File: src/rtl/diff_stream_decoder_pkg.sv
// Shared constants for the difference-stream decoder: data width, FSM state
// encoding and the modulo-256 reconstruction helper.
package diff_stream_decoder_pkg;

  localparam int DW = 8;

  localparam logic [1:0] ST_UNLOCKED = 2'd0;
  localparam logic [1:0] ST_LOCKED   = 2'd1;
  localparam logic [1:0] ST_ERROR    = 2'd2;

  // Undo the encoder's subtraction; the carry out of the top bit is discarded.
  function automatic logic [DW-1:0] decode_byte(input logic [DW-1:0] diff,
                                                input logic [DW-1:0] cnt);
    return diff + cnt;
  endfunction

endpackage

File: src/rtl/sync_fifo_rs.sv
// Register-array FIFO with extended pointers; flush empties it and may accept
// a write into slot 0 in the same cycle.
module sync_fifo_rs #(
  parameter int DW    = 8,
  parameter int DEPTH = 4
) (
  input  logic          CLK,
  input  logic          RST,
  input  logic          flush,
  input  logic          wr_en,
  input  logic [DW-1:0] din,
  input  logic          rd_en,
  output logic [DW-1:0] dout,
  output logic          full,
  output logic          empty
);

  localparam int AW = $clog2(DEPTH);

  logic [DW-1:0] mem [DEPTH];
  logic [AW:0]   wr_ptr;
  logic [AW:0]   rd_ptr;
  logic          rd_ok;
  logic          wr_ok;
  logic          mem_we;
  logic [AW-1:0] mem_wa;

  assign empty  = (wr_ptr == rd_ptr);
  assign full   = (wr_ptr[AW] != rd_ptr[AW]) && (wr_ptr[AW-1:0] == rd_ptr[AW-1:0]);
  assign rd_ok  = rd_en && !empty;
  // A write into a full FIFO is accepted only when the head leaves this cycle.
  assign wr_ok  = wr_en && (!full || rd_ok);
  assign mem_we = flush ? wr_en : wr_ok;
  assign mem_wa = flush ? '0 : wr_ptr[AW-1:0];
  assign dout   = empty ? '0 : mem[rd_ptr[AW-1:0]];

  always_ff @(posedge CLK) begin
    if (RST) begin
      wr_ptr <= '0;
      rd_ptr <= '0;
    end else if (flush) begin
      rd_ptr <= '0;
      wr_ptr <= {{AW{1'b0}}, wr_en};
    end else begin
      if (wr_ok) wr_ptr <= wr_ptr + 1'b1;
      if (rd_ok) rd_ptr <= rd_ptr + 1'b1;
    end
  end

  always_ff @(posedge CLK) begin
    if (!RST && mem_we) mem[mem_wa] <= din;
  end

endmodule

File: src/rtl/diff_stream_decoder.sv
// Rebuilds In = Diff + Cnt from a free-running difference encoder, using a
// local counter aligned on Sync, and queues decoded bytes for a stalling sink.
module diff_stream_decoder
  import diff_stream_decoder_pkg::*;
#(
  parameter logic [7:0] SYNC_VAL = 8'd1,
  parameter int         DEPTH    = 4
) (
  input  logic                 CLK,
  input  logic                 RST,
  input  logic                 Sync,
  input  logic                 In_Valid,
  input  logic signed [DW-1:0] Diff,
  output logic [DW-1:0]        Out_Data,
  output logic                 Out_Valid,
  input  logic                 Out_Ready,
  output logic                 Locked,
  output logic                 Overflow,
  output logic [1:0]           State
);

  // Output handshake: Out_Data is offered whenever Out_Valid is high, a byte
  // is consumed only in a cycle where Out_Valid && Out_Ready, and Out_Data
  // holds steady while Out_Valid is high and Out_Ready is low.

  logic [1:0]    state_q;
  logic [1:0]    state_d;
  logic [DW-1:0] cnt_q;
  logic [DW-1:0] cnt_eff;
  logic [DW-1:0] dec;
  logic          push;
  logic          pop;
  logic          drop;
  logic          flush;
  logic          fifo_wr;
  logic          fifo_full;
  logic          fifo_empty;
  logic          overflow_q;

  assign cnt_eff = Sync ? SYNC_VAL : cnt_q;
  assign dec     = decode_byte($unsigned(Diff), cnt_eff);

  assign push    = In_Valid && ((state_q == ST_LOCKED) || Sync);
  assign pop     = Out_Valid && Out_Ready;
  assign flush   = Sync && (state_q == ST_ERROR);
  assign drop    = push && fifo_full && !pop && !flush;
  assign fifo_wr = push && !drop;

  always_comb begin
    state_d = state_q;
    case (state_q)
      ST_UNLOCKED: if (Sync) state_d = ST_LOCKED;
      ST_LOCKED:   if (drop) state_d = ST_ERROR;
      ST_ERROR:    if (Sync) state_d = ST_LOCKED;
      default:     state_d = ST_UNLOCKED;
    endcase
  end

  always_ff @(posedge CLK) begin
    if (RST) begin
      state_q    <= ST_UNLOCKED;
      cnt_q      <= '0;
      overflow_q <= 1'b0;
    end else begin
      state_q <= state_d;
      // The encoder free-runs, so the replica advances regardless of In_Valid.
      if (Sync || (state_q != ST_UNLOCKED)) cnt_q <= cnt_eff + 1'b1;
      if (flush)     overflow_q <= 1'b0;
      else if (drop) overflow_q <= 1'b1;
    end
  end

  sync_fifo_rs #(
    .DW    (DW),
    .DEPTH (DEPTH)
  ) u_fifo (
    .CLK   (CLK),
    .RST   (RST),
    .flush (flush),
    .wr_en (fifo_wr),
    .din   (dec),
    .rd_en (pop),
    .dout  (Out_Data),
    .full  (fifo_full),
    .empty (fifo_empty)
  );

  assign Out_Valid = !fifo_empty;
  assign Locked    = (state_q == ST_LOCKED);
  assign Overflow  = overflow_q;
  assign State     = state_q;

endmodule

File: config.mk
export PLATFORM = sky130hd
export DESIGN_NAME = diff_stream_decoder
export DESIGN_NICKNAME = d
export VERILOG_FILES = /design/src/rtl/diff_stream_decoder_pkg.sv /design/src/rtl/sync_fifo_rs.sv /design/src/rtl/diff_stream_decoder.sv
export SDC_FILE = /design/constraint.sdc
export NUM_CORES = 1
export LEC_CHECK = 0
export ABC_CLOCK_PERIOD_IN_PS = 5000
export BUFFER_PORTS_ARGS = -buffer_cell sky130_fd_sc_hd__buf_2
export CORE_UTILIZATION = 31
export DETAILED_ROUTE_END_ITERATION = 6
export PLACE_DENSITY_LB_ADDON = 0.2
export SLEW_MARGIN = 20
export SYNTH_ARGS = -nofsm -noshare
export SYNTH_HDL_FRONTEND = slang
export SYNTH_HIERARCHICAL = 1
export SYNTH_SLANG_ARGS = --single-unit
File: constraint.sdc
create_clock -name CLK -period 5 [get_ports CLK]
set_input_delay 0 -clock CLK [delete_from_list [all_inputs] [get_ports CLK]]
set_output_delay 0 -clock CLK [all_outputs]
set_load 0.05 [all_outputs]
==> results.sh, run 1 <==
export IMPL_ir_drop_uv=94.3
export IMPL_synth_edf_count=32
export IMPL_hp_class="input pin to flop"
export IMPL_worstHoldStart="Diff[0]"
export IMPL_cts_hold_buf=3
export IMPL_syn_nets=254
export IMPL_wire_per_inst_microns=14.5
export IMPL_io_pins=26
export IMPL_critPathKind="flop to flop"
export IMPL_skew_ps=3.96
export IMPL_cts_tree="done"
export IMPL_status="finished clean"
export IMPL_antenna_cells=0
export IMPL_fin_crit_sh=0.638
export IMPL_wl_microns=5320
export IMPL_cts_resized_gates=0
export IMPL_ys_flop_type="edfxtp_1"
export IMPL_regToRegEndpoint="u_fifo/mem[0][4]$_DFFE_PP_"
export IMPL_p_leak_nw=1.08
export IMPL_rr_startpoint="u_fifo/wr_ptr[1]$_SDFFE_PP0P_"
export IMPL_clk_pin_slew_ps=90
export IMPL_clkSinkCount=51
export IMPL_dp_cells=355
export IMPL_die_height_microns=95.2
export IMPL_cp_slowest_cell="or4_2"
export IMPL_dpl_hpwl_microns=3980
export IMPL_worstSetupEndpoint="u_fifo/mem[0][4]$_DFFE_PP_"
export IMPL_syn_cell_area_sq_mm=0.00269
export IMPL_clockRootBuffer="clkbuf_8"
export IMPL_grt_overflow=0
export IMPL_clock_fmax_mhz=313
export IMPL_relSlewSlack=0.536
export IMPL_synth_cell_type_count=53
export IMPL_syn_inst=236
export IMPL_crit_path_end_kind="flop"
export IMPL_crit_cells=9
export IMPL_worst_pin_slew_ps=693
export IMPL_crit_fanout=9
export IMPL_drtAntennaViolNets=0
export IMPL_rsz0062_at_grt="false"
export IMPL_final_max_slew_viol_count=0
export IMPL_num_fill_cells=833
export IMPL_drc_errors=0
export IMPL_grt_pass1_wl_microns=9020
export IMPL_critPathRequiredTime_ps=5040
export IMPL_rrSetupSlack_ps=1810
export IMPL_cp_start_kind="flop"
export IMPL_power_density_mw_per_mm2=281
export IMPL_fp_dieW_microns=95.2
export IMPL_drive_above_1_share=0.222
export IMPL_synthToLayoutAreaGrowth_pct=11.8
export IMPL_synth_seq_area_share=0.498
export IMPL_reg2reg_depth=9
export IMPL_setup_viol=0
export IMPL_finalNonFillerCells=366
export IMPL_ys_seq_elements=51
export IMPL_syn_avg_cell_area_sq_um=11.4
export IMPL_critical_path_top_delay_family="simple AND/OR/NAND/NOR gates"
export IMPL_yosys_warnings=6
export IMPL_async_reset_ff_frac=0
export IMPL_worstSetupStartpoint="u_fifo/wr_ptr[1]$_SDFFE_PP0P_"
export IMPL_drt_initial_drc_count=83
export IMPL_worstPathArrival_ps=3230
export IMPL_gr_usage_all_layers=0.133
export IMPL_cts_buffers_inserted=5
export IMPL_period_minus_slack_ps=3190
export IMPL_final_setup_tns_ps=0
export IMPL_cts_setup_buffers=0
export IMPL_path_cells="xor2_1 -> or2_2 -> nor2_1 -> inv_1 -> nand2_1 -> inv_1 -> or4_2 -> a31oi_1 -> nor3_2"
export IMPL_clock_latency_ps=300
export IMPL_hold_violations=0
export IMPL_setup_ws_ps=1810
export IMPL_nNetsFinal=278
export IMPL_dieArea_sq_mm=0.00906
export IMPL_grt_max_degree=23
export IMPL_place_ws_ps=1480
export IMPL_coreArea_sq_mm=0.00830
export IMPL_critPathBufInv=2
export IMPL_viasPerCell=4.86
export IMPL_drv_cap=0
export IMPL_via_count=1780
export IMPL_gp_congestion=0.736
export IMPL_clk_path_buf_depth=2
export IMPL_grt_pass1_vias=1787
export IMPL_rows=33
export IMPL_portBuffers=25
export IMPL_start_util=0.324
export IMPL_crit_path_max_incr_delay_ps=700
export IMPL_cpMostUsedCell="inv_1"
export IMPL_antenna_found_initial=0
export IMPL_htreeDepth=2
export IMPL_drt_pass1_iter_count=4
==> metrics by stage <==
step	util	total power [mW]	cell area [sq um]	hold WS [ps]
after floorplan	-	0.583	2690	69.1
after global placement	0.348	0.617	2890	312
after detailed placement	0.348	0.619	2890	313
after CTS	0.362	0.858	3010	92.1
after global routing	0.363	0.893	3010	116
final	0.363	0.846	3010	101
==> worst min path at each step <==
stage / end / slack (ps) / depth (start not counted)
after floorplan: State[1]$_SDFFE_PP0P_ / 70 / 1
after global placement: State[0]$_SDFFE_PP0P_ / 310 / 2
after detailed placement: State[1]$_SDFFE_PP0P_ / 310 / 3
after CTS: u_fifo/mem[2][0]$_DFFE_PP_ / 90 / 2
after global routing: u_fifo/mem[3][7]$_DFFE_PP_ / 120 / 2
final: u_fifo/mem[3][0]$_DFFE_PP_ / 100 / 2
==> metal layers <==
metal | wire, microns | track usage
met1 | 2460 | 0.171
met2 | 2580 | 0.221
met4 | 86 | 0.0442
met5 | 0 | 0
met3 | 194 | 0.0271
==> layout make-up <==
type	instances	area (sq um)	share of cell area
multi-input combinational	163	1240	0.412
timing repair buffer	31	178	0.0590
inverter	8	30.0	0.00998
clock inverter	3	20.0	0.00665
clock buffer	5	68.8	0.0229
tap	105	131	0.0436
sequential	51	1340	0.446
==> logic make-up after synthesis <==
| kind of cell | synth area share |
|---|---|
| multiplexers | 0.0781 |
| XOR/XNOR | 0.0781 |
| adder cells (fa/ha/maj) | 0.0232 |
| AO/OA/AOI/OAI | 0.118 |
| buffers and inverters | 0.0428 |
| flip-flops | 0.498 |
| AND/OR/NAND/NOR | 0.162 |
==> registers in the layout, indices dropped and copies added (netlist names), named ones only <==
signal / cells
Overflow: 1
State: 2
cnt_q: 8
u_fifo/mem: 32
u_fifo/rd_ptr: 3
u_fifo/wr_ptr: 3
==> placed cells by master (no fill, tap or decap), types with 2 or more instances in the layout <==
cell            n
nor3_1          3
o31ai_1         2
nor2_1         27
clkbuf_8        5
buf_2          25
dfxtp_1        19
xnor2_1        12
nand4_1         2
nand2_1        14
or2_2           4
dlygate4sd3_1   3
nand3_1         4
a21oi_1        15
o221ai_1        2
nor2b_1        14
inv_1           7
buf_4           3
edfxtp_1       32
xor2_1         12
o21a_1          2
nand2b_1        2
ha_1            5
mux2i_1         3
nor4_1          4
mux4_2          8
o21ai_0         2
==> power breakdown <==
| group | internal, mW | switching (mW) |
|---|---|---|
| registers | 0.460 | 0.00849 |
| logic | 0.0441 | 0.0955 |
| clock network | 0.0979 | 0.140 |
==> Yosys cell counts, types with 2 or more instances <==
cell	number	area, sq um
nor2_1	27	101
o221ai_1	2	17.5
o21ai_0	2	10.0
nand3_1	4	20.0
or2_2	4	25.0
nor3_1	4	20.0
ha_1	5	62.6
inv_1	7	26.3
xnor2_1	12	105
nand2_1	14	52.6
nor2b_1	14	87.6
mux4_2	8	180
edfxtp_1	32	961
nand2b_1	2	12.5
dfxtp_1	19	380
o31ai_1	2	15.0
mux2i_1	3	30.0
xor2_1	12	105
nand4_1	2	12.5
buf_1	2	7.51
buf_6	3	33.8
clkbuf_1	3	11.3
nor4_1	4	25.0
a21oi_1	15	75.1
o21a_1	2	15.0
buf_2	5	25.0
Power figures use the tool's default switching activity.
==> inputs of run 2 (changes only) <==
--- a/config.mk
+++ b/config.mk
@@ -5,7 +5,7 @@
 export SDC_FILE = /design/constraint.sdc
 export NUM_CORES = 1
 export LEC_CHECK = 0
-export ABC_CLOCK_PERIOD_IN_PS = 5000
+export ABC_CLOCK_PERIOD_IN_PS = 2900
 export BUFFER_PORTS_ARGS = -buffer_cell sky130_fd_sc_hd__buf_2
 export CORE_UTILIZATION = 31
 export DETAILED_ROUTE_END_ITERATION = 6
==> constraint.sdc (replaced) <==
create_clock -name CLK -period 2.9 [get_ports CLK]
set_input_delay 0 -clock CLK [delete_from_list [all_inputs] [get_ports CLK]]
set_output_delay 0 -clock CLK [all_outputs]
set_load 0.05 [all_outputs]
==> results.sh, run 2 (synthesis results as in run 1) <==
export IMPL_clkSinkCount=51
export IMPL_start_util=0.324
export IMPL_drc_errors=0
export IMPL_portBuffers=25
export IMPL_crit_path_end_kind="flop"
export IMPL_hold_violations=0
export IMPL_place_ws_ps=2.97
export IMPL_crit_fanout=8
export IMPL_dieArea_sq_mm=0.00906
export IMPL_num_fill_cells=826
export IMPL_die_height_microns=95.2
export IMPL_grt_pass1_wl_microns=8630
export IMPL_drive_above_1_share=0.266
export IMPL_gr_usage_all_layers=0.127
export IMPL_clk_path_buf_depth=2
export IMPL_setup_ws_ps=211
export IMPL_clk_pin_slew_ps=100
export IMPL_critPathRequiredTime_ps=2950
export IMPL_gp_congestion=0.741
export IMPL_nNetsFinal=280
export IMPL_mostFrequentLayoutCell="edfxtp_1"
export IMPL_antenna_found_initial=0
export IMPL_antenna_cells=0
export IMPL_drt_pass1_iter_count=4
export IMPL_cts_buffers_inserted=5
export IMPL_grt_max_degree=19
export IMPL_regToRegEndpoint="u_fifo/mem[0][0]$_DFFE_PP_"
export IMPL_reg_top3="u_fifo/mem: 32 flops, cnt_q: 8 flops"
export IMPL_rrSetupSlack_ps=210
export IMPL_cts_tree="done"
export IMPL_wl_microns=5240
export IMPL_ir_drop_uv=228
export IMPL_fp_dieW_microns=95.2
export IMPL_reg2reg_depth=9
export IMPL_skew_ps=7.83
export IMPL_via_count=1792
export IMPL_multiInputGateArea_sq_mm=0.00131
export IMPL_synthToLayoutAreaGrowth_pct=14.9
export IMPL_worst_pin_slew_ps=713
export IMPL_fin_crit_sh=0.927
export IMPL_drt_initial_drc_count=77
export IMPL_drv_cap=0
export IMPL_worstSetupEndpoint="u_fifo/mem[0][0]$_DFFE_PP_"
export IMPL_critPathKind="flop to flop"
export IMPL_coreArea_sq_mm=0.00830
export IMPL_final_max_slew_viol_count=0
export IMPL_worstSetupStartpoint="u_fifo/wr_ptr[1]$_SDFFE_PP0P_"
export IMPL_cp_start_kind="flop"
export IMPL_relSlewSlack=0.523
export IMPL_clock_fmax_mhz=372
export IMPL_clock_latency_ps=300
export IMPL_layout_common_cells="edfxtp_1 (32), nor2_1 (26), buf_2 (25)"
export IMPL_htreeDepth=2
export IMPL_grt_pass1_vias=1695
export IMPL_power_total_mw=1.50
export IMPL_rows=33
export IMPL_wire_per_inst_microns=14.3
export IMPL_drtAntennaViolNets=0
export IMPL_largest_register_ffs=32
export IMPL_worstPathArrival_ps=2740
export IMPL_dp_cells=359
export IMPL_hp_class="input pin to flop"
export IMPL_period_minus_slack_ps=2690
export IMPL_setup_viol=0
export IMPL_p_leak_nw=1.11
export IMPL_rr_startpoint="u_fifo/wr_ptr[1]$_SDFFE_PP0P_"
export IMPL_status="finished clean"
export IMPL_finalNonFillerCells=368
export IMPL_seqCellArea_sq_mm=0.00134
export IMPL_dpl_hpwl_microns=3870
export IMPL_viasPerCell=4.87
export IMPL_rsz0062_at_grt="false"
export IMPL_power_density_mw_per_mm2=484
export IMPL_io_pins=26
export IMPL_grt_overflow=0
export IMPL_regMostFlops="u_fifo/mem"
export IMPL_clockRootBuffer="clkbuf_8"
run 2: changes by cell type in the layout (fill, tap and decap cells not counted), sizes merged:
cell         delta
dlygate4sd3     -2
buf             +4
clkinvlp        -1
inv             +1
run 2: power breakdown:
part	internal (mW)	leakage (nW)	switching [mW]
clock network	0.179	0.0502	0.249
registers	0.793	0.444	0.0154
logic	0.0855	0.613	0.176
total	1.06	1.11	0.440
run 2: repair_timing:
item	4_1_cts	5_1_grt
gates resized for setup	1	2
cloned	0	0
endpoints found under the setup margin	8	33
hold endpoints to repair	1	0
setup buffers	0	0
hold buffers	1	0
run 2: worst min-delay path by stage:
| stage | from | to | slack, ps | cells after the start |
|---|---|---|---|---|
| final | RST | State[0]$_SDFFE_PP0P_ | 20 | 2 |
| after global routing | RST | State[0]$_SDFFE_PP0P_ | 30 | 2 |
| after CTS | RST | State[0]$_SDFFE_PP0P_ | 10 | 2 |
| after detailed placement | In_Valid | State[1]$_SDFFE_PP0P_ | 300 | 3 |
| after global placement | In_Valid | State[1]$_SDFFE_PP0P_ | 310 | 3 |
| after floorplan | RST | State[1]$_SDFFE_PP0P_ | 70 | 1 |
run 2: routing by layer:
layer  up-vias  wire [microns]  track usage
met5         -               0            0
met4         0              76       0.0391
met3         7             215       0.0279
met2        41            2350        0.197
met1       840            2600        0.175
li1        904               -            -
run 2: stage by stage:
stage	hold slack [ps]	TNS [ps]	area [sq um]	utilization
finish	21.3	0	3090	0.373
global route	27.2	0	3090	0.373
CTS	9.60	0	3090	0.372
detailed placement	303	0	2970	0.358
global placement	311	0	2970	0.358
floorplan	69.1	-495	2750	-
run 2: layout make-up:
cell class,count,share of cell area
sequential,51,0.434
clock inverter,3,0.00930
tap,105,0.0425
timing repair buffer,33,0.0607
clock buffer,5,0.0222
multi-input combinational,163,0.422
inverter,8,0.00971
run 2: worst max-delay path: stages (launching register included):
cell and delay [ps]:
dfxtp_1 350, xor2_2 220, or2_2 350, nor2_2 140
inv_2 50, nand2_1 120, inv_1 110, or4_2 690
a31oi_1 290, nor3_4 120
